`src/rtl/crc16_tx_pkg.sv`:
```
// Shared types and helpers for the CRC16-CCITT frame transmitter.
// Holds the FSM state type, the frame-count width and the byte-wise CRC step.
package crc16_tx_pkg;

   typedef enum logic [1:0] {
      IDLE   = 2'd0,
      DATA   = 2'd1,
      CRC_HI = 2'd2,
      CRC_LO = 2'd3
   } tx_state_e;

   localparam int FRAME_CNT_W = 16;
   localparam logic [15:0] CRC_POLY = 16'h1021;

   // One byte through the x^16+x^12+x^5+1 divider, MSB first.
   function automatic logic [15:0] crc16_byte(input logic [15:0] crc, input logic [7:0] data);
      logic [15:0] c;
      c = crc;
      for (int i = 7; i >= 0; i--) begin
         if (c[15] ^ data[i]) c = {c[14:0], 1'b0} ^ CRC_POLY;
         else                 c = {c[14:0], 1'b0};
      end
      return c;
   endfunction

endpackage

```
`src/rtl/crc16_CCITT.sv`:
```
// Byte-wide CRC16-CCITT engine: absorbs data_in when crc_en, reseeds on sync_reset.
module crc16_CCITT
   import crc16_tx_pkg::*;
#(
   parameter logic [15:0] INIT_VALUE = 16'hFFFF
) (
   input  logic        clk,
   input  logic        reset_n,
   input  logic        sync_reset,
   input  logic        crc_en,
   input  logic [7:0]  data_in,
   output logic [15:0] crc_out
);

   logic [15:0] crc_q;
   logic [15:0] crc_d;

   always_comb begin
      crc_d = crc_q;
      if (sync_reset)  crc_d = INIT_VALUE;
      else if (crc_en) crc_d = crc16_byte(crc_q, data_in);
   end

   always_ff @(posedge clk or negedge reset_n) begin
      if (!reset_n) crc_q <= INIT_VALUE;
      else          crc_q <= crc_d;
   end

   assign crc_out = crc_q;

endmodule

```
`src/rtl/crc16_frame_tx.sv`:
```
// Framer: forwards payload bytes through a one-entry output register and appends the CRC16.
// Optional CRC16_TX_ERR_INJECT_EN adds inject_err, flipping bit 0 of the sent CRC low byte.
module crc16_frame_tx
   import crc16_tx_pkg::*;
#(
   parameter logic [15:0] INIT_VALUE = 16'hFFFF
) (
   input  logic                   clk,
   input  logic                   reset_n,
   input  logic                   sync_reset,
   input  logic                   s_valid,
   output logic                   s_ready,
   input  logic [7:0]             s_data,
   input  logic                   s_last,
   output logic                   m_valid,
   input  logic                   m_ready,
   output logic [7:0]             m_data,
   output logic                   m_last,
   output logic                   frame_done,
`ifdef CRC16_TX_ERR_INJECT_EN
   input  logic                   inject_err,
`endif
   output logic [FRAME_CNT_W-1:0] frame_count
);

   tx_state_e              state_q, state_d;
   logic                   m_valid_q, m_valid_d;
   logic [7:0]             m_data_q, m_data_d;
   logic                   m_last_q, m_last_d;
   logic                   inj_q, inj_d;
   logic [FRAME_CNT_W-1:0] frame_count_q;
   logic                   free;
   logic                   crc_en;
   logic                   crc_clr;
   logic                   done;
   logic [15:0]            crc_out;

   assign free    = !m_valid_q || m_ready;
   assign s_ready = ((state_q == IDLE) || (state_q == DATA)) && free;
   assign done    = m_valid_q && m_ready && m_last_q && !sync_reset;

   always_comb begin
      state_d   = state_q;
      m_valid_d = m_valid_q;
      m_data_d  = m_data_q;
      m_last_d  = m_last_q;
      inj_d     = inj_q;
      crc_en    = 1'b0;
      crc_clr   = 1'b0;

      // An accepted beat empties the register unless something reloads it below.
      if (free) begin
         m_valid_d = 1'b0;
         m_last_d  = 1'b0;
      end

      unique case (state_q)
         IDLE, DATA: begin
            if (s_valid && free) begin
               m_data_d  = s_data;
               m_valid_d = 1'b1;
               m_last_d  = 1'b0;
               crc_en    = 1'b1;
               state_d   = s_last ? CRC_HI : DATA;
`ifdef CRC16_TX_ERR_INJECT_EN
               if (s_last) inj_d = inject_err;
`endif
            end
         end
         CRC_HI: begin
            if (free) begin
               m_data_d  = crc_out[15:8];
               m_valid_d = 1'b1;
               m_last_d  = 1'b0;
               state_d   = CRC_LO;
            end
         end
         CRC_LO: begin
            if (free) begin
               m_data_d  = crc_out[7:0] ^ {7'b0, inj_q};
               m_valid_d = 1'b1;
               m_last_d  = 1'b1;
               crc_clr   = 1'b1;
               inj_d     = 1'b0;
               state_d   = IDLE;
            end
         end
         default: state_d = IDLE;
      endcase

      if (sync_reset) begin
         state_d   = IDLE;
         m_valid_d = 1'b0;
         m_last_d  = 1'b0;
         inj_d     = 1'b0;
         crc_en    = 1'b0;
      end
   end

   always_ff @(posedge clk or negedge reset_n) begin
      if (!reset_n) begin
         state_q   <= IDLE;
         m_valid_q <= 1'b0;
         m_data_q  <= 8'h00;
         m_last_q  <= 1'b0;
         inj_q     <= 1'b0;
      end else begin
         state_q   <= state_d;
         m_valid_q <= m_valid_d;
         m_data_q  <= m_data_d;
         m_last_q  <= m_last_d;
         inj_q     <= inj_d;
      end
   end

   always_ff @(posedge clk or negedge reset_n) begin
      if (!reset_n)  frame_count_q <= '0;
      else if (done) frame_count_q <= frame_count_q + FRAME_CNT_W'(1);
   end

   crc16_CCITT #(
      .INIT_VALUE (INIT_VALUE)
   ) u_crc (
      .clk        (clk),
      .reset_n    (reset_n),
      .sync_reset (sync_reset || crc_clr),
      .crc_en     (crc_en),
      .data_in    (s_data),
      .crc_out    (crc_out)
   );

   assign m_valid     = m_valid_q;
   assign m_data      = m_data_q;
   assign m_last      = m_last_q;
   assign frame_done  = done;
   assign frame_count = frame_count_q;

endmodule
```
`config.mk`:
```
export PLATFORM = sky130hd
export DESIGN_NAME = crc16_frame_tx
export DESIGN_NICKNAME = d
export VERILOG_FILES = /design/src/rtl/crc16_tx_pkg.sv /design/src/rtl/crc16_CCITT.sv /design/src/rtl/crc16_frame_tx.sv
export SDC_FILE = /design/constraint.sdc
export NUM_CORES = 1
export LEC_CHECK = 0
export CORE_MARGIN = 2
export CORE_UTILIZATION = 40
export CTS_CLUSTER_DIAMETER = 120
export DETAILED_ROUTE_END_ITERATION = 7
export PLACE_DENSITY = 0.68
export SYNTH_ARGS = -nofsm -noshare
export SYNTH_HDL_FRONTEND = slang
export SYNTH_SLANG_ARGS = --single-unit
```
`constraint.sdc`:
```
create_clock -name clk -period 4.1 [get_ports clk]
set_input_delay 0.41 -clock clk [delete_from_list [all_inputs] [get_ports clk]]
set_output_delay 0.41 -clock clk [all_outputs]
set_load 0.01 [all_outputs]
```
# Word level (Yosys, flattened, before mapping)
# Index checks and enable logic that the tools add are counted.
dict set report word_totals {
  regBits 45
  output_inout_bits 28
  wordCells 106
  in_bits 14
}
dict set report classes {
  muxes 53
  n_eq_ne 9
  reduce_logical 19
  n_addsub 1
  bitwise 17
}
# operator count
set op_table {}
lappend op_table {{two-way mux 16 bit} 16}
lappend op_table {{two-way mux 13 bit} 8}
lappend op_table {{two-way mux 8 bit} 3}
lappend op_table {{inverter 3 bit} 8}
lappend op_table {{one-hot mux 8 bit (3 select lines)} 1}
lappend op_table {{two-way mux 1 bit} 17}
lappend op_table {{adder 16 x 1 -> 16 bit (second input constant)} 1}
lappend op_table {{two-way mux 2 bit} 5}
lappend op_table {{!= test 3 bit (second input constant)} 3}
lappend op_table {{XOR 1 bit} 8}
lappend op_table {{XOR 8 x 1 -> 8 bit} 1}
lappend op_table {{!= test 2 bit (second input constant)} 3}
lappend op_table {{one-hot mux 2 bit (3 select lines)} 1}
lappend op_table {{AND reduction 3 bit} 2}
lappend op_table {{nonzero test 2 bit} 3}
lappend op_table {{logical AND 1 bit} 5}
lappend op_table {{equality test 2 bit (second input constant)} 2}
lappend op_table {{OR reduction 2 bit} 2}
lappend op_table {{logical OR 1 bit} 3}
lappend op_table {{one-hot mux 1 bit (3 select lines)} 1}
lappend op_table {{equality test 2 x 1 -> 1 bit (second input constant)} 1}
lappend op_table {{logical NOT 1 bit} 2}
lappend op_table {{logical NOT 2 bit} 1}
lappend op_table {{one-hot mux 1 bit (2 select lines)} 1}
lappend op_table {{AND reduction 2 bit} 1}

# Logic depth before layout (Yosys ltp)
# Gate-level depths: netlist of the first run.
dict set report logic_depth {
  depth_word 36
  depth_mapped 6
  ltp_nobuf 4
}

# By module
# A second synthesis of the first run with hierarchy kept.
dict set report unflattened {
  cells_unflattened 208
  hier_area_um2 2423.6
}
# mod seq_area_each_um2 cells_per_inst instances area_per_inst_um2
set modules_own_cells {}
lappend modules_own_cells {crc16_frame_tx 700.7 128 1 1396.3}
lappend modules_own_cells {crc16_CCITT 420.4 80 1 1027.2}

# Least setup slack after synthesis of the first run
# No wires, ideal clock.
dict set report synth_path {
  kind {flip-flop to flip-flop}
  start {register m_valid_q (netlist: m_valid)}
  end {register m_data_q[0] (netlist: m_data[0])}
  path_buffers 1
  period_less_slack_ps 1506
  setup_slack_ps 2594
  setup_time_ps 125
  arrival_ps 1381
  required_time_ps 3975
  stages_incl_launch_ff 5
  cell_sequence {dfrtp_1 nor2b_1 clkbuf_1 nor2_2 mux2_2}
}
dict set report synth_via {
  elab_chain_cells 5
  word_cells_on_any_way 7
  cone_classes {eq/ne (3); reduce/logical (4)}
}
# item line
set synth_lines {}
lappend synth_lines {{from (decl)} crc16_frame_tx.sv:27} ;# logic m_valid_q, m_valid_d;
lappend synth_lines {{from (signal assigned)} crc16_frame_tx.sv:109} ;# m_valid_q <= m_valid_d;
lappend synth_lines {{logical NOT 1 bit (*)} crc16_frame_tx.sv:38} ;# assign free = !m_valid_q || m_ready;
lappend synth_lines {{logical OR 1 bit (*)} crc16_frame_tx.sv:38}
lappend synth_lines {{logical AND 1 bit} crc16_frame_tx.sv:59} ;# if (s_valid && free) begin
lappend synth_lines {{!= test 2 bit (no source line)} -}
lappend synth_lines {{AND reduction 3 bit (no source line) (*)} -}
lappend synth_lines {{to (signal assigned)} crc16_frame_tx.sv:110} ;# m_data_q <= m_data_d;
lappend synth_lines {{to (decl)} crc16_frame_tx.sv:28} ;# logic [7:0] m_data_q, m_data_d;
# Every way passes the cells marked *; elsewhere a longest branch is shown, timed or not.
# A chain may end at the register's enable or synchronous reset.

# Final worst setup path of the first run
dict set report layout_path {
  start {input sync_reset}
  end {output frame_done}
}
dict set report layout_via {
  elab_chain_cells 2
}
# item line
set layout_lines {}
lappend layout_lines {{from (decl)} crc16_frame_tx.sv:10} ;# input logic sync_reset,
lappend layout_lines {{logical NOT 1 bit} crc16_frame_tx.sv:40} ;# assign done = m_valid_q && m_ready && m_last_q && !sync_reset;
lappend layout_lines {{logical AND 1 bit} crc16_frame_tx.sv:40}
lappend layout_lines {{to (decl)} crc16_frame_tx.sv:19} ;# output logic frame_done,
# No other way between the ends.

==> impl_metrics.json, run 1 <==
{
  "outcome": "completed",
  "cts_setup_buffers": 0,
  "cts-root-buf": "sky130_fd_sc_hd__clkbuf_8",
  "antenna_found_initial": 0,
  "post-route-drc-count": 0,
  "total_leakage_power_uw": 0.00105,
  "initial_core_util_pct": 42.2,
  "synthDominantCellAreaShare_pct": 32.1,
  "setup_viol": 0,
  "pwr_density_cell_nw_per_um2": 411,
  "max-cap-violations": 0,
  "yosys.cell_count.top_type": "sky130_fd_sc_hd__xnor2_1",
  "initialDrtViolationCount": 95,
  "post_detailed_placement_half_perimeter_wirelength_um": 2990,
  "layout.nets": 257,
  "post_synth_main_area_contributors": "sky130_fd_sc_hd__dfrtp_1, sky130_fd_sc_hd__dfstp_2, sky130_fd_sc_hd__xnor2_1, sky130_fd_sc_hd__a21oi_1, sky130_fd_sc_hd__mux2_2",
  "wire_length_per_cell_um": 13.6,
  "grt_overflow": 0,
  "synth-warning-count": 0,
  "post_cts_resize_count": 0,
  "maxSlewViolCount": 0,
  "critPathArrivalTime_ps": 2040,
  "postSynthCellCount": 203,
  "final.setup.tns_ps": 0,
  "finalWirelength_um": 4270,
  "setup.reg_to_reg.worst_slack_ps": 2100,
  "r2r.worst_path.cells": 3,
  "avg_inst_size_synth_um2": 10.7,
  "required_ps": 3690,
  "grt_pass1_wl_um": 7380,
  "path_clk_slew_ps": 80,
  "area_growth_syn_to_layout_pct": 24.8,
  "numClockSinks": 44,
  "number_of_synthesized_flops_with_an_enable_pin": 0,
  "overall_global_routing_resource_usage_pct": 15.4,
  "rsz0062_at_grt": "no",
  "dr.pass1.iters": 4,
  "grt_max_degree": 45,
  "synthDominantAreaCellType": "sky130_fd_sc_hd__dfrtp_1",
  "core_area_um2": 5170,
  "cts_tree": "built",
  "cts_max_path_buffers": 2,
  "period_share_pct": 59.7,
  "critical_path_class": "in2out",
  "design.die.area_um2": 6060,
  "period_minus_slack_ps": 2450,
  "clock_latency_ps": 300,
  "via_per_inst": 4.97,
  "ir_worst_vdd_uv": 269,
  "num_rows": 26,
  "antenna_cells_inserted": 0,
  "worst_slew_margin_rel_pct": 38.5,
  "async_flop_share_pct": 100,
  "io_buffers": 41,
  "cell_area_after_synthesis_um2": 2180,
  "achievable-frequency_mhz": 409,
  "floorplan.die.height_um": 77.9,
  "sequential_share_of_the_synthesized_area_pct": 51.4,
  "final_hold_viol_count": 0,
  "setup.worst_path.start_class": "input port",
  "cp_max_fo": 8,
  "worstReg2RegStart": "state_q[1]$_DFFE_PN0P_",
  "postSynthNetCount": 218,
  "cts-htree-levels": 2,
  "hold_class": "in2async",
  "netlist_top_cells_count": "sky130_fd_sc_hd__xnor2_1, sky130_fd_sc_hd__dfrtp_1, sky130_fd_sc_hd__nor2_1",
  "worst_clock_skew_ps": 14.0,
  "num_vias": 1556,
  "slew_at_the_pin_with_the_worst_max_slew_slack_ps": 923,
  "fin_worst_hold_slack_ps": 249,
  "tritoncts.num_buffers": 5,
  "die_x_um": 77.9,
  "dominantRegCellSynth": "sky130_fd_sc_hd__dfrtp_1",
  "synth.distinct_cells": 28,
  "cts_hold_repair.buffers": 0,
  "reg2reg_capture_point": "m_data[1]$_DFFE_PN0P_",
  "critical_path.endpoint_type": "primary output",
  "route.antenna.remaining_nets": 0,
  "first_global_vias": 1494,
  "ioPinCount": 42,
  "synth.ff_latch_count": 44,
  "gpl.final_weighted_congestion": 0.751,
  "final_layout_size_suffix_gt1_share_pct": 15.2
}
## sequential cells by signal, indices dropped and copies added, names as in the netlist
name / cells
frame_count: 16
m_data: 8
m_last: 1
m_valid: 1
state_q: 2
u_crc.crc_out: 16
## critical path, stage by stage
cell	delay [ps]
sky130_fd_sc_hd__clkdlybuf4s50_1	540
sky130_fd_sc_hd__and4b_1	490
sky130_fd_sc_hd__clkdlybuf4s50_1	600
## layer usage
metal | share of wire (%) | track usage [%] | vias to the layer above
li1 | - | - | 766
met1 | 48 | 21.4 | 747
met2 | 46 | 23.5 | 41
met3 | 4.9 | 4.53 | 2
met4 | 0.59 | 3.75 | 0
met5 | 0 | 0 | -
## metrics by stage
stage / utilization [%] / total power, uW / std cells / cell area (um2) / setup WS (ps)
after detailed placement: 51.0 / 866 / 305 / 2640 / 1640
after global routing: 52.6 / 1190 / 313 / 2720 / 1550
after floorplan: - / 768 / 203 / 2180 / 2590
after CTS: 52.6 / 1130 / 313 / 2720 / 1630
after global placement: 51.0 / 863 / 305 / 2640 / 1670
final: 52.6 / 1120 / 313 / 2720 / 1650
## report_power, final
| group | internal, uW | switching, uW |
|---|---|---|
| registers | 512 | 50.7 |
| clock network | 119 | 145 |
| logic | 157 | 136 |
| total | 788 | 331 |
## cell families (layout without fill, tap and decap cells)
family / after synthesis / after routing / share of synthesized area, %
simple gates: 58 / 58 / 13.1
flops: 44 / 44 / 51.4
xor+xnor: 39 / 39 / 15.7
compound gates: 30 / 30 / 7.68
mux: 19 / 19 / 9.23
buf+inv: 12 / 52 / 2.41
fa+ha+maj: 1 / 1 / 0.573
## worst max-delay path by stage
stage	from	cells past startpoint	end	slack (ps)
after CTS	sync_reset	3	frame_done	1630
after detailed placement	sync_reset	3	frame_done	1640
after global routing	sync_reset	3	frame_done	1550
final	sync_reset	3	frame_done	1650
after floorplan	m_valid$_DFF_PN0_	4	m_data[0]$_DFFE_PN0P_	2590
after global placement	sync_reset	3	frame_done	1670
## area by class of cell
cell class	instances	area, um2
fill	464	2450
sequential	44	1120
multi-input combinational	147	1010
timing repair buffer	42	413
tap	70	87.6
clock buffer	6	72.6
clock inverter	2	12.5
inverter	2	7.51
## layout by cell type, fill, tap and decap left out, drive strengths merged, types with 2 or more instances in the layout
cell type	n
buf	2
a21oi	25
nand2	8
o22a	2
mux2	9
xnor2	29
nor2	27
inv	2
nand3	7
dfstp	16
clkbuf	6
and3	3
clkdlybuf4s50	40
nor4	2
dfrtp	28
xor2	10
and4	2
mux2i	10
nand4	5
No activity file was read; power rests on OpenSTA's default activity.
==> inputs of run 2 (changes only) <==
PLACE_DENSITY = 0.71   (was 0.68)
clock period = 2.1 ns   (was 4.1 ns; I/O delays follow)
==> run 2 against run 1 <==
Compared with the run above: sequential cell count unchanged; die area stayed put; register-to-register slack worse by 1500 ps; critical endpoint unchanged; largest cell class unchanged; highest routed layer unchanged.
==> impl_metrics.json, run 2 (same netlist as run 1, synthesis figures left out) <==
{
  "outcome": "completed",
  "pwr_density_cell_nw_per_um2": 836,
  "hold_class": "reg2reg",
  "cts_tree": "built",
  "rsz0062_at_grt": "no",
  "first_global_vias": 1559,
  "period_share_pct": 90.0,
  "required_ps": 1890,
  "dr.pass1.iters": 4,
  "achievable-frequency_mhz": 529,
  "cp_max_fo": 7,
  "mostFrequentLayoutCell": "sky130_fd_sc_hd__clkdlybuf4s50_1",
  "initial_core_util_pct": 42.2,
  "numClockSinks": 44,
  "ir_worst_vdd_uv": 411,
  "slew_at_the_pin_with_the_worst_max_slew_slack_ps": 540,
  "clock_latency_ps": 300,
  "path_clk_slew_ps": 80,
  "setup_viol": 0,
  "via_per_inst": 4.88,
  "fin_worst_hold_slack_ps": 476,
  "final_hold_viol_count": 0,
  "finalWirelength_um": 4250,
  "gpl.final_weighted_congestion": 0.738,
  "critPathArrivalTime_ps": 1680,
  "post-route-drc-count": 0,
  "cts_max_path_buffers": 2,
  "critical_path_class": "in2out",
  "die_x_um": 77.9,
  "post_detailed_placement_half_perimeter_wirelength_um": 3040,
  "cpPeakStageDelay_ps": 600,
  "worstPathCellList": "clkdlybuf4s50_1 -> and4b_1 -> clkdlybuf4s50_1",
  "cts-htree-levels": 2,
  "critical-path-top-cell-by-count": "sky130_fd_sc_hd__clkdlybuf4s50_1",
  "ioPinCount": 42,
  "design.die.area_um2": 6060,
  "final_layout_size_suffix_gt1_share_pct": 18.3,
  "tritoncts.num_buffers": 5,
  "io_buffers": 41,
  "antenna_cells_inserted": 0,
  "core_area_um2": 5170,
  "max-cap-violations": 0,
  "cp_slowest_cell": "sky130_fd_sc_hd__clkdlybuf4s50_1",
  "layout.nets": 266,
  "cts_setup_buffers": 0,
  "floorplan.die.height_um": 77.9,
  "num_rows": 26,
  "mostFrequentLayoutCells": "sky130_fd_sc_hd__clkdlybuf4s50_1, sky130_fd_sc_hd__xnor2_1, sky130_fd_sc_hd__dfrtp_1",
  "overall_global_routing_resource_usage_pct": 15.5,
  "filler_cell_count": 450,
  "worst_clock_skew_ps": 10.7,
  "initialDrtViolationCount": 120,
  "area_growth_syn_to_layout_pct": 29.6,
  "grt_max_degree": 45,
  "grt_pass1_wl_um": 7500,
  "period_minus_slack_ps": 1890,
  "maxSlewViolCount": 0,
  "final.setup.tns_ps": 0,
  "antenna_found_initial": 0,
  "wire_length_per_cell_um": 13.2,
  "grt_overflow": 0,
  "setup.worst_path.start_class": "input port",
  "route.antenna.remaining_nets": 0,
  "critical_path.endpoint_type": "primary output",
  "final_core_density_pct": 54.7,
  "cts-root-buf": "sky130_fd_sc_hd__clkbuf_8",
  "worst_slew_margin_rel_pct": 64.0,
  "num_vias": 1571,
  "total_leakage_power_uw": 0.00112
}
==> run 2: path summary, 6_finish.rpt <==
check / start / depth (start not counted) / endpoint / slack [ps]
worst min-delay path: frame_count[15]$_DFFE_PN0P_ / 1 / frame_count[15]$_DFFE_PN0P_ / 480
min in group asynchronous: reset_n / 3 / m_data[7]$_DFFE_PN0P_ / 520
max in group asynchronous: reset_n / 3 / u_crc.crc_out[4]$_DFFE_PN1P_ / 1210
worst max register to register: u_crc.crc_out[14]$_DFFE_PN1P_ / 4 / u_crc.crc_out[14]$_DFFE_PN1P_ / 570
worst max-delay path: sync_reset / 3 / frame_done / 210
worst min register to register: frame_count[15]$_DFFE_PN0P_ / 1 / frame_count[15]$_DFFE_PN0P_ / 480
==> run 2: per-stage QoR <==
stage / worst slack, ps / instance area [um2] / total power (uW) / cells
global placement: 215 / 2700 / 1700 / 313
floorplan: 594 / 2180 / 1500 / 203
global route: 124 / 2830 / 2510 / 322
CTS: 189 / 2830 / 2400 / 322
finish: 210 / 2830 / 2370 / 322
detailed placement: 203 / 2700 / 1710 / 313
==> run 2: repair_timing <==
| action | in CTS | in global routing |
|---|---|---|
| hold buffers | 1 | 0 |
| resized for setup | 0 | 0 |
| hold endpoints to repair | 4 | 0 |
==> run 2: cell type report <==
type                    count  area [um2]  area share (%)
flip-flops and latches     44        1120            39.6
multi-input cells         147        1010            35.6
repair buffers             51         483            17.1
well taps                  70        87.6            3.10
clock buffers               6        82.6            2.92
clock inverters             2        38.8            1.37
inverters                   2        7.51           0.265
==> run 2: power breakdown <==
group	leakage, uW	internal, uW	switching [uW]
combinational	0.000519	321	286
clock	0.0000614	389	286
sequential	0.000536	999	85.3
total	0.00112	1710	658
==> run 2: critical path: cells and delay by family <==
family                 cells  cell delay (ps)
buffers and inverters      2             1040
AND/OR/NAND/NOR            1              430
==> run 2: routing by layer <==
layer | track usage [%] | up-vias | routed length, um
met5 | 0 | - | 0
met3 | 3.72 | 6 | 177
li1 | - | 787 | -
met1 | 21.0 | 743 | 2060
met2 | 24.6 | 35 | 1950
met4 | 4.82 | 0 | 61
==> inputs of run 3 (changes only) <==
ABC_AREA = 1   (was unset)
PLACE_DENSITY = 0.69   (was 0.71)
==> run 3 against run 2 <==
Compared with the run above: sequential share of layout area shrank 5.4 points; wire length increased by 35%; synthesized cell count rose by 65%; via count increased by 43%; clock power fell by 2%; critical path depth rose by 3; synthesized area increased by 21%; register-to-register slack gained 20 ps; largest power group unchanged.
==> impl_metrics.json, run 3 <==
{
  "outcome": "completed",
  "post_synth_main_area_contributors": "sky130_fd_sc_hd__dfrtp_1, sky130_fd_sc_hd__dfstp_2, sky130_fd_sc_hd__nand2_1, sky130_fd_sc_hd__inv_1, sky130_fd_sc_hd__nor2_1",
  "initial_core_util_pct": 41.4,
  "mostFrequentLayoutCells": "sky130_fd_sc_hd__nand2_1, sky130_fd_sc_hd__clkdlybuf4s50_1, sky130_fd_sc_hd__inv_1",
  "floorplan.die.height_um": 85.3,
  "async_flop_share_pct": 100,
  "clock_latency_ps": 300,
  "path_clk_slew_ps": 80,
  "critical_path.endpoint_type": "primary output",
  "required_ps": 1890,
  "synthDominantAreaCellType": "sky130_fd_sc_hd__dfrtp_1",
  "p_sw_uw": 655,
  "route.antenna.remaining_nets": 0,
  "mostFrequentLayoutCell": "sky130_fd_sc_hd__nand2_1",
  "io_buffers": 41,
  "num_rows": 29,
  "critical_path_class": "in2out",
  "final.setup.tns_ps": 0,
  "setup.worst_path.start_class": "input port",
  "initialDrtViolationCount": 126,
  "slew_at_the_pin_with_the_worst_max_slew_slack_ps": 357,
  "numClockSinks": 44,
  "crit_start": "m_ready",
  "cts_setup_buffers": 0,
  "netlist_top_cells_count": "sky130_fd_sc_hd__nand2_1, sky130_fd_sc_hd__inv_1, sky130_fd_sc_hd__nor2_1",
  "critPathArrivalTime_ps": 1640,
  "period_share_pct": 87.9,
  "via_per_inst": 4.88,
  "cts_tree": "built",
  "total_leakage_power_uw": 0.00155,
  "cts_max_path_buffers": 2,
  "gpl.final_weighted_congestion": 0.819,
  "synth.distinct_cells": 33,
  "worst_clock_skew_ps": 9.31,
  "postSynthCellCount": 334,
  "internal-power_uw": 1540,
  "hold_class": "in2async",
  "core_area_um2": 6390,
  "tritoncts.num_buffers": 5,
  "design.die.area_um2": 7270,
  "antenna_found_initial": 0,
  "r2r.worst_path.cells": 6,
  "dominantRegCellSynth": "sky130_fd_sc_hd__dfrtp_1",
  "grt_max_degree": 45,
  "achievable-frequency_mhz": 542,
  "ioPinCount": 42,
  "overall_global_routing_resource_usage_pct": 17.7,
  "cp_max_fo": 4,
  "cts-htree-levels": 2,
  "cell_area_after_synthesis_um2": 2640,
  "die_x_um": 85.3,
  "worstReg2RegStart": "state_q[1]$_DFFE_PN0P_",
  "grt_pass1_wl_um": 10200,
  "multiInputGateArea_um2": 1310,
  "post-route-drc-count": 0,
  "yosys.cell_count.top_type": "sky130_fd_sc_hd__nand2_1",
  "worst_slew_margin_rel_pct": 76.2,
  "rsz0062_at_grt": "no",
  "maxSlewViolCount": 0,
  "critPathCapture": "s_ready",
  "setup.reg_to_reg.worst_slack_ps": 590,
  "max-cap-violations": 0,
  "cts-root-buf": "sky130_fd_sc_hd__clkbuf_8",
  "synth.ff_latch_count": 44,
  "sw_frac_of_total_pct": 29.9,
  "layout.nets": 398,
  "grt_overflow": 0,
  "setup_viol": 0,
  "finalWirelength_um": 5750,
  "area.sequential_um2": 1120,
  "reg2reg_capture_point": "u_crc.crc_out[10]$_DFFE_PN1P_",
  "final_hold_viol_count": 0,
  "sequential_share_of_the_synthesized_area_pct": 42.4,
  "postSynthNetCount": 349,
  "num_vias": 2251,
  "ir_worst_vdd_uv": 256,
  "final_layout_size_suffix_gt1_share_pct": 14.8,
  "synthDominantCellAreaShare_pct": 26.5,
  "area_growth_syn_to_layout_pct": 23.8,
  "period_minus_slack_ps": 1850,
  "dr.pass1.iters": 5,
  "first_global_vias": 2171,
  "power_frac_clock_pct": 30.1,
  "power_frac_comb_pct": 23.3,
  "design_power_total_uw": 2190,
  "pwr_density_cell_nw_per_um2": 670,
  "filler_cell_count": 618,
  "avg_inst_size_synth_um2": 7.91,
  "antenna_cells_inserted": 0,
  "synth-warning-count": 0,
  "wire_length_per_cell_um": 12.5,
  "post_detailed_placement_half_perimeter_wirelength_um": 4390,
  "number_of_synthesized_flops_with_an_enable_pin": 0,
  "power_frac_seq_pct": 46.6
}
[run 3: cell families after synthesis]
| group | after synthesis | share of synthesized area [%] |
|---|---|---|
| buffers and inverters | 49 | 8.10 |
| AND/OR/NAND/NOR | 178 | 31.1 |
| flip-flops | 44 | 42.4 |
| adder cells (fa/ha/maj) | 1 | 0.473 |
| XOR/XNOR | 23 | 7.62 |
| AO/OA/AOI/OAI | 39 | 10.3 |
[run 3: per-layer routing]
metal / wire, um / global-route usage (%)
met3: 329 / 3.99
met2: 2580 / 27.1
met5: 0 / 0
met4: 55 / 4.76
met1: 2780 / 25.4
[run 3: final cells by class]
class                           count  share of cell area (%)
Sequential cell                    44                    34.3
Inverter                           44                    5.05
Clock inverter                      3                    1.45
Multi-Input combinational cell    241                    40.0
Clock buffer                        5                    2.10
Tap cell                           77                    2.94
Timing Repair Buffer               47                    14.2
[run 3: timing repair]
item,in CTS,in global routing
resized for setup,0,0
endpoints found under the hold margin,28,0
hold buffers,1,0
[run 3: power groups by stage]
stage               combinational [uW]  clock [uW]  sequential (uW)
floorplan                          307           0             1040
global placement                   502           0             1030
detailed placement                 511           0             1040
CTS                                516         679             1020
global route                       578         723             1040
finish                             511         661             1020
[run 3: worst min-delay path by stage]
stage / startpoint / to / slack (ps)
after global routing: reset_n / m_data[3]$_DFFE_PN0P_ / 460
after global placement: reset_n / m_data[1]$_DFFE_PN0P_ / 200
final: reset_n / m_data[1]$_DFFE_PN0P_ / 410
after floorplan: reset_n / frame_count[0]$_DFFE_PN0P_ / -90
after detailed placement: reset_n / m_data[4]$_DFFE_PN0P_ / 210
after CTS: reset_n / m_data[3]$_DFFE_PN0P_ / 410
[run 3: critical path, stage by stage]
cell                              delay, ps
sky130_fd_sc_hd__clkdlybuf4s50_1        540
sky130_fd_sc_hd__inv_1                   90
sky130_fd_sc_hd__nand2_4                100
sky130_fd_sc_hd__inv_2                   70
sky130_fd_sc_hd__nor2_1                  90
sky130_fd_sc_hd__clkdlybuf4s50_1        540
[run 3: stage by stage]
stage	instance area [um2]	hold slack [ps]	setup WS, ps	utilization [%]	std cells
global placement	3150	205	274	49.3	452
finish	3270	413	254	51.2	461
CTS	3270	414	248	51.2	461
floorplan	2640	-85.6	753	-	334
detailed placement	3150	205	258	49.3	452
global route	3270	461	174	51.2	461
==> edit 1, RTL diff (settings of run 1) <==
Take the reset off `m_data_q` and load it in a clocked block of its own.
--- a/src/rtl/crc16_frame_tx.sv
+++ b/src/rtl/crc16_frame_tx.sv
@@ -103,3 +103,2 @@
          m_valid_q <= 1'b0;
-         m_data_q  <= 8'h00;
          m_last_q  <= 1'b0;
@@ -109,3 +108,2 @@
          m_valid_q <= m_valid_d;
-         m_data_q  <= m_data_d;
          m_last_q  <= m_last_d;
@@ -113,2 +111,6 @@
       end
+   end
+
+   always_ff @(posedge clk) begin
+      m_data_q <= m_data_d;
    end
Formal check against the unedited RTL: not equivalent (a bounded check fails within 4 cycles, from zero or initial values and one cycle with reset_n low).
==> edit 1 against run 1 <==
Hold slack improved by 0.26 ns; via count is 3.1% lower; clock skew shrank 0.011 ns; setup slack got worse by 0.046 ns; total power is 3.4% lower; routed wire length down 3.0%; global-route usage down 0.58 points; sequential cell count stayed put; area after synthesis down 1.4%; non-clock buffer count increased by 1; final area down 0.69%.
==> edit 1: results (changes against run 1) <==
clock_buffers: 7  # was 6
powerDensity_nw_per_um2: 400  # was 411 nW/um^2
m1WireLength_mm: 1.94  # was 2.06 mm
synth_fp_nets: 214  # was 218
buf_share_pct: 15.7  # was 15.2%
antenna_found_initial: 0  # unchanged
dr_wl_met2_mm: 1.88  # was 1.97 mm
cts_sinks: 44  # unchanged
place.gp.congestion: 0.808  # was 0.751
synth_common_cells: "nor2_1, a21oi_1, xnor2_1"  # was xnor2_1, dfrtp_1, nor2_1
grt_use_met3_pct: 3.60  # was 4.53%
dpl_worst_slack_ns: 1.62  # was 1.64 ns
yosysSeqAreaShare_pct: 54.0  # was 51.4%
dpl.cell_count: 303  # was 305
nonClockInverterCount: 3  # was 2
cts-root-buf: "clkbuf_8"  # unchanged
synth_compound_area_share_pct: 8.02  # was 7.68%
synth-adder-area-share_pct: 0.581  # was 0.573%
global_route.usage.met1_pct: 20.3  # was 21.4%
clkPwrFrac_pct: 23.8  # was 23.6%
grt_use_total_pct: 14.8  # was 15.4%
hp-class: "register to register"  # was primary input to async pin
wl_per_cell_um: 13.3  # was 13.6 um
grt_pass1_vias: 1445  # was 1494
first_pass_iters: 5  # was 4
ir_worst_vdd_mv: 0.153  # was 0.269 mV
multiInputGateArea_um2: 937  # was 1010 um^2
pwr-share-seq_pct: 52.2  # was 50.3%
placedInstanceArea_um2: 2620  # was 2640 um^2
drt-initial-drc-count: 65  # was 95
met3_length_um: 238  # was 209 um
vias: 1508  # was 1556
n_all_buffers: 43  # was 42
relSlewSlack_pct: 46.6  # was 38.5%
dp_hpwl_mm: 2.87  # was 2.99 mm
arrival_ns: 2.08  # was 2.04 ns
async_reset_ff_share_pct: 81.8  # was 100%
final_cell_area_um2: 2700  # was 2720 um^2
wirelength_mm: 4.14  # was 4.27 mm
synth_edf_count: 8  # was 0
grt_pass1_wl_mm: 6.99  # was 7.38 mm
postSynthCellCount: 199  # was 203
sh_seq_area_pct: 42.9  # was 41.2%
fin_skew_ns: 0.00324  # was 0.0140 ns
nets: 255  # was 257
grt_max_degree: 37  # was 45
clock_area_share_pct: 3.01  # was 3.13%
fillCellCount: 478  # was 464
ys_types: 31  # was 28
grt_use_met2_pct: 22.3  # was 23.5%
synth-xor-area-share_pct: 15.9  # was 15.7%
multi_input_gates: 143  # was 147
status: "complete, no violations"  # unchanged
power.leakage_nw: 1.07  # was 1.05 nW
p_sw_share_pct: 28.7  # was 29.6%
yosys-mux-area-fraction_pct: 4.71  # was 9.23%
edit 1: cell types whose count changed after synthesis, sizes merged, moves of 2 or more:
| cell | run 1 | this run |
|---|---|---|
| xnor2 | 29 | 25 |
| dfrtp | 28 | 20 |
| nor2 | 27 | 30 |
| xor2 | 10 | 14 |
| mux2 | 9 | 1 |
| nor3 | 0 | 4 |
| edfxtp | 0 | 8 |
| or3 | 0 | 2 |
| nor4 | 2 | 0 |
| and4 | 2 | 0 |
edit 1: worst paths after layout:
path                                 start               end  slack, ns  cells past startpoint
min in group asynchronous          reset_n        state_q[0]       0.53                      2
hold / removal             frame_count[13]   frame_count[13]       0.51                      1
setup reg to reg                state_q[1]  u_crc.crc_out[4]       2.14                      4
hold reg to reg            frame_count[13]   frame_count[13]       0.51                      1
setup / recovery                sync_reset        frame_done       1.61                      3
max in group asynchronous          reset_n  u_crc.crc_out[0]       3.23                      2
==> edit 2, RTL diff (settings of run 1) <==
Made on the original files. `FRAME_CNT_W`: 16 -> 14.
--- a/src/rtl/crc16_tx_pkg.sv
+++ b/src/rtl/crc16_tx_pkg.sv
@@ -11,3 +11,3 @@
 
-   localparam int FRAME_CNT_W = 16;
+   localparam int FRAME_CNT_W = 14;
    localparam logic [15:0] CRC_POLY = 16'h1021;
Interface: changed (resized frame_count); port bits go from 42 to 40. The function was not compared with the original's and may differ.
==> edit 2 against run 1 <==
Total power up 2.8%; count of clock-buffer cells in the layout is 1 higher; first-iteration DRC count is 26% higher; register-to-register slack improved by 0.16 ns; area after synthesis shrank 4.5%; non-clock buffer count is 2 lower; final cell count did not move; highest routed layer unchanged; routed wire length fell by 7.6%; sequential cell count is 2 lower; final area down 3.2%; setup slack improved by 0.080 ns.
==> edit 2: results (changes against run 1) <==
clkLatencyLatePin_ns: 0.29
clk_path_buf_depth: 2  # unchanged
grt_pass1_wl_mm: 7.11  # was 7.38 mm
fillCellCount: 489  # was 464
grt_use_met3_pct: 3.91  # was 4.53%
pwr-share-seq_pct: 46.4  # was 50.3%
reg2reg_to: "u_crc.crc_out[8]"  # was m_data[1]
ir_worst_vdd_mv: 0.154  # was 0.269 mV
cp-startpoint: "sync_reset"  # unchanged
reg2reg_depth: 4  # was 3
status: "complete, no violations"  # unchanged
reg2reg_slack_ns: 2.26  # was 2.10 ns
grt_pass1_vias: 1515  # was 1494
synth_common_cells: "nor2_1, a21oi_1, dfrtp_1"  # was xnor2_1, dfrtp_1, nor2_1
dr_wl_met2_mm: 1.75  # was 1.97 mm
async_reset_ff_share_pct: 100  # unchanged
relSlewSlack_pct: 41.2  # was 38.5%
clk_pin_slew_ns: 0.08  # about the same
drive_gt1_share_pct: 12.3  # was 15.2%
grt_max_degree: 43  # was 45
global_route.usage.met1_pct: 21.0  # was 21.4%
postCtsSetupBuffers: 0  # unchanged
setup_ws_ns: 1.73  # was 1.65 ns
place.gp.congestion: 0.789  # was 0.751
fin_skew_ns: 0.00860  # was 0.0140 ns
power.switching_uw: 319  # was 331 uW
m1WireLength_mm: 1.99  # was 2.06 mm
yosysSeqAreaShare_pct: 51.4  # about the same
ys_types: 29  # was 28
grt_use_met2_pct: 23.1  # was 23.5%
largest_reg_flops: 16
drt-initial-drc-count: 120  # was 95
nets: 257  # unchanged
wirelength_mm: 3.94  # was 4.27 mm
cp_top_family: "buffers and inverters"  # unchanged
cts_resized: 0  # unchanged
critPathCapture: "frame_done"  # unchanged
dr.max_layer_used: "met4"  # unchanged
power.leakage_nw: 1.06  # was 1.05 nW
cts_buffers: 5  # unchanged
pwr-share-comb_pct: 25.0  # was 26.2%
cts-root-buf: "clkbuf_8"  # unchanged
placement.io_buffers: 39  # was 41
dp_hpwl_mm: 2.84  # was 2.99 mm
holdWs_ns: 0.243  # was 0.249 ns
synthTopCellsByArea: "dfrtp_1, dfstp_2, xnor2_1, a21oi_1, xor2_1"  # was dfrtp_1, dfstp_2, xnor2_1, a21oi_1, mux2_2
met3_length_um: 149  # was 209 um
vias: 1487  # was 1556
hp-class: "primary input to async pin"  # unchanged
r2r-start: "state_q[0]"  # was state_q[1]
slowest_stage: "clkdlybuf4s50_1"  # unchanged
grt_use_total_pct: 15.3  # was 15.4%
slowest_delay_ns: 0.55  # was 0.60 ns
edit 2: changes by cell type in the layout (fill, tap and decap cells not counted), sizes merged, moves of 3 or more:
| cell | change |
|---|---|
| nor3 | +4 |
| nand4 | -3 |
| xor2 | +3 |
| xnor2 | -5 |
| nand2 | +10 |
| mux2 | -9 |
| o21ai | +7 |
edit 2: final cells by class:
| class | instances | share of cell area (%) |
|---|---|---|
| Multi-Input combinational cell | 150 | 36.3 |
| Tap cell | 70 | 3.32 |
| Clock buffer | 7 | 3.28 |
| Sequential cell | 42 | 40.6 |
| Inverter | 3 | 0.427 |
| Timing Repair Buffer | 40 | 14.9 |
| Clock inverter | 1 | 1.14 |
edit 2: worst register-to-register path, stage by stage (launching register included):
cell      delay, ns
dfrtp_1        0.74
mux2i_1        0.18
o21bai_2       0.59
nor2_1         0.11
a21oi_1        0.15
edit 2: metrics by stage:
| step | instances | area, um^2 | power (mW) | util, % |
|---|---|---|---|---|
| 2_1_floorplan | 203 | 2080 | 0.733 | - |
| 3_3_place_gp | 305 | 2520 | 0.825 | 49.6 |
| 3_5_place_dp | 305 | 2520 | 0.830 | 49.6 |
| 4_1_cts | 313 | 2640 | 1.17 | 51.9 |
| 5_1_grt | 313 | 2640 | 1.23 | 51.9 |
| 6_report | 313 | 2640 | 1.15 | 51.9 |
edit 2: logic make-up (layout without fill, tap and decap cells):
group / after synthesis / count (layout) / share of synthesized area, %
and+or+nand+nor: 65 / 65 / 15.4
AOI/OAI and AO/OA: 38 / 38 / 9.97
xor gates and xnor gates: 37 / 37 / 15.6
DFF: 42 / 42 / 51.4
muxes: 9 / 9 / 4.32
buffers and inverters: 11 / 51 / 2.70
adders and majority gates: 1 / 1 / 0.601
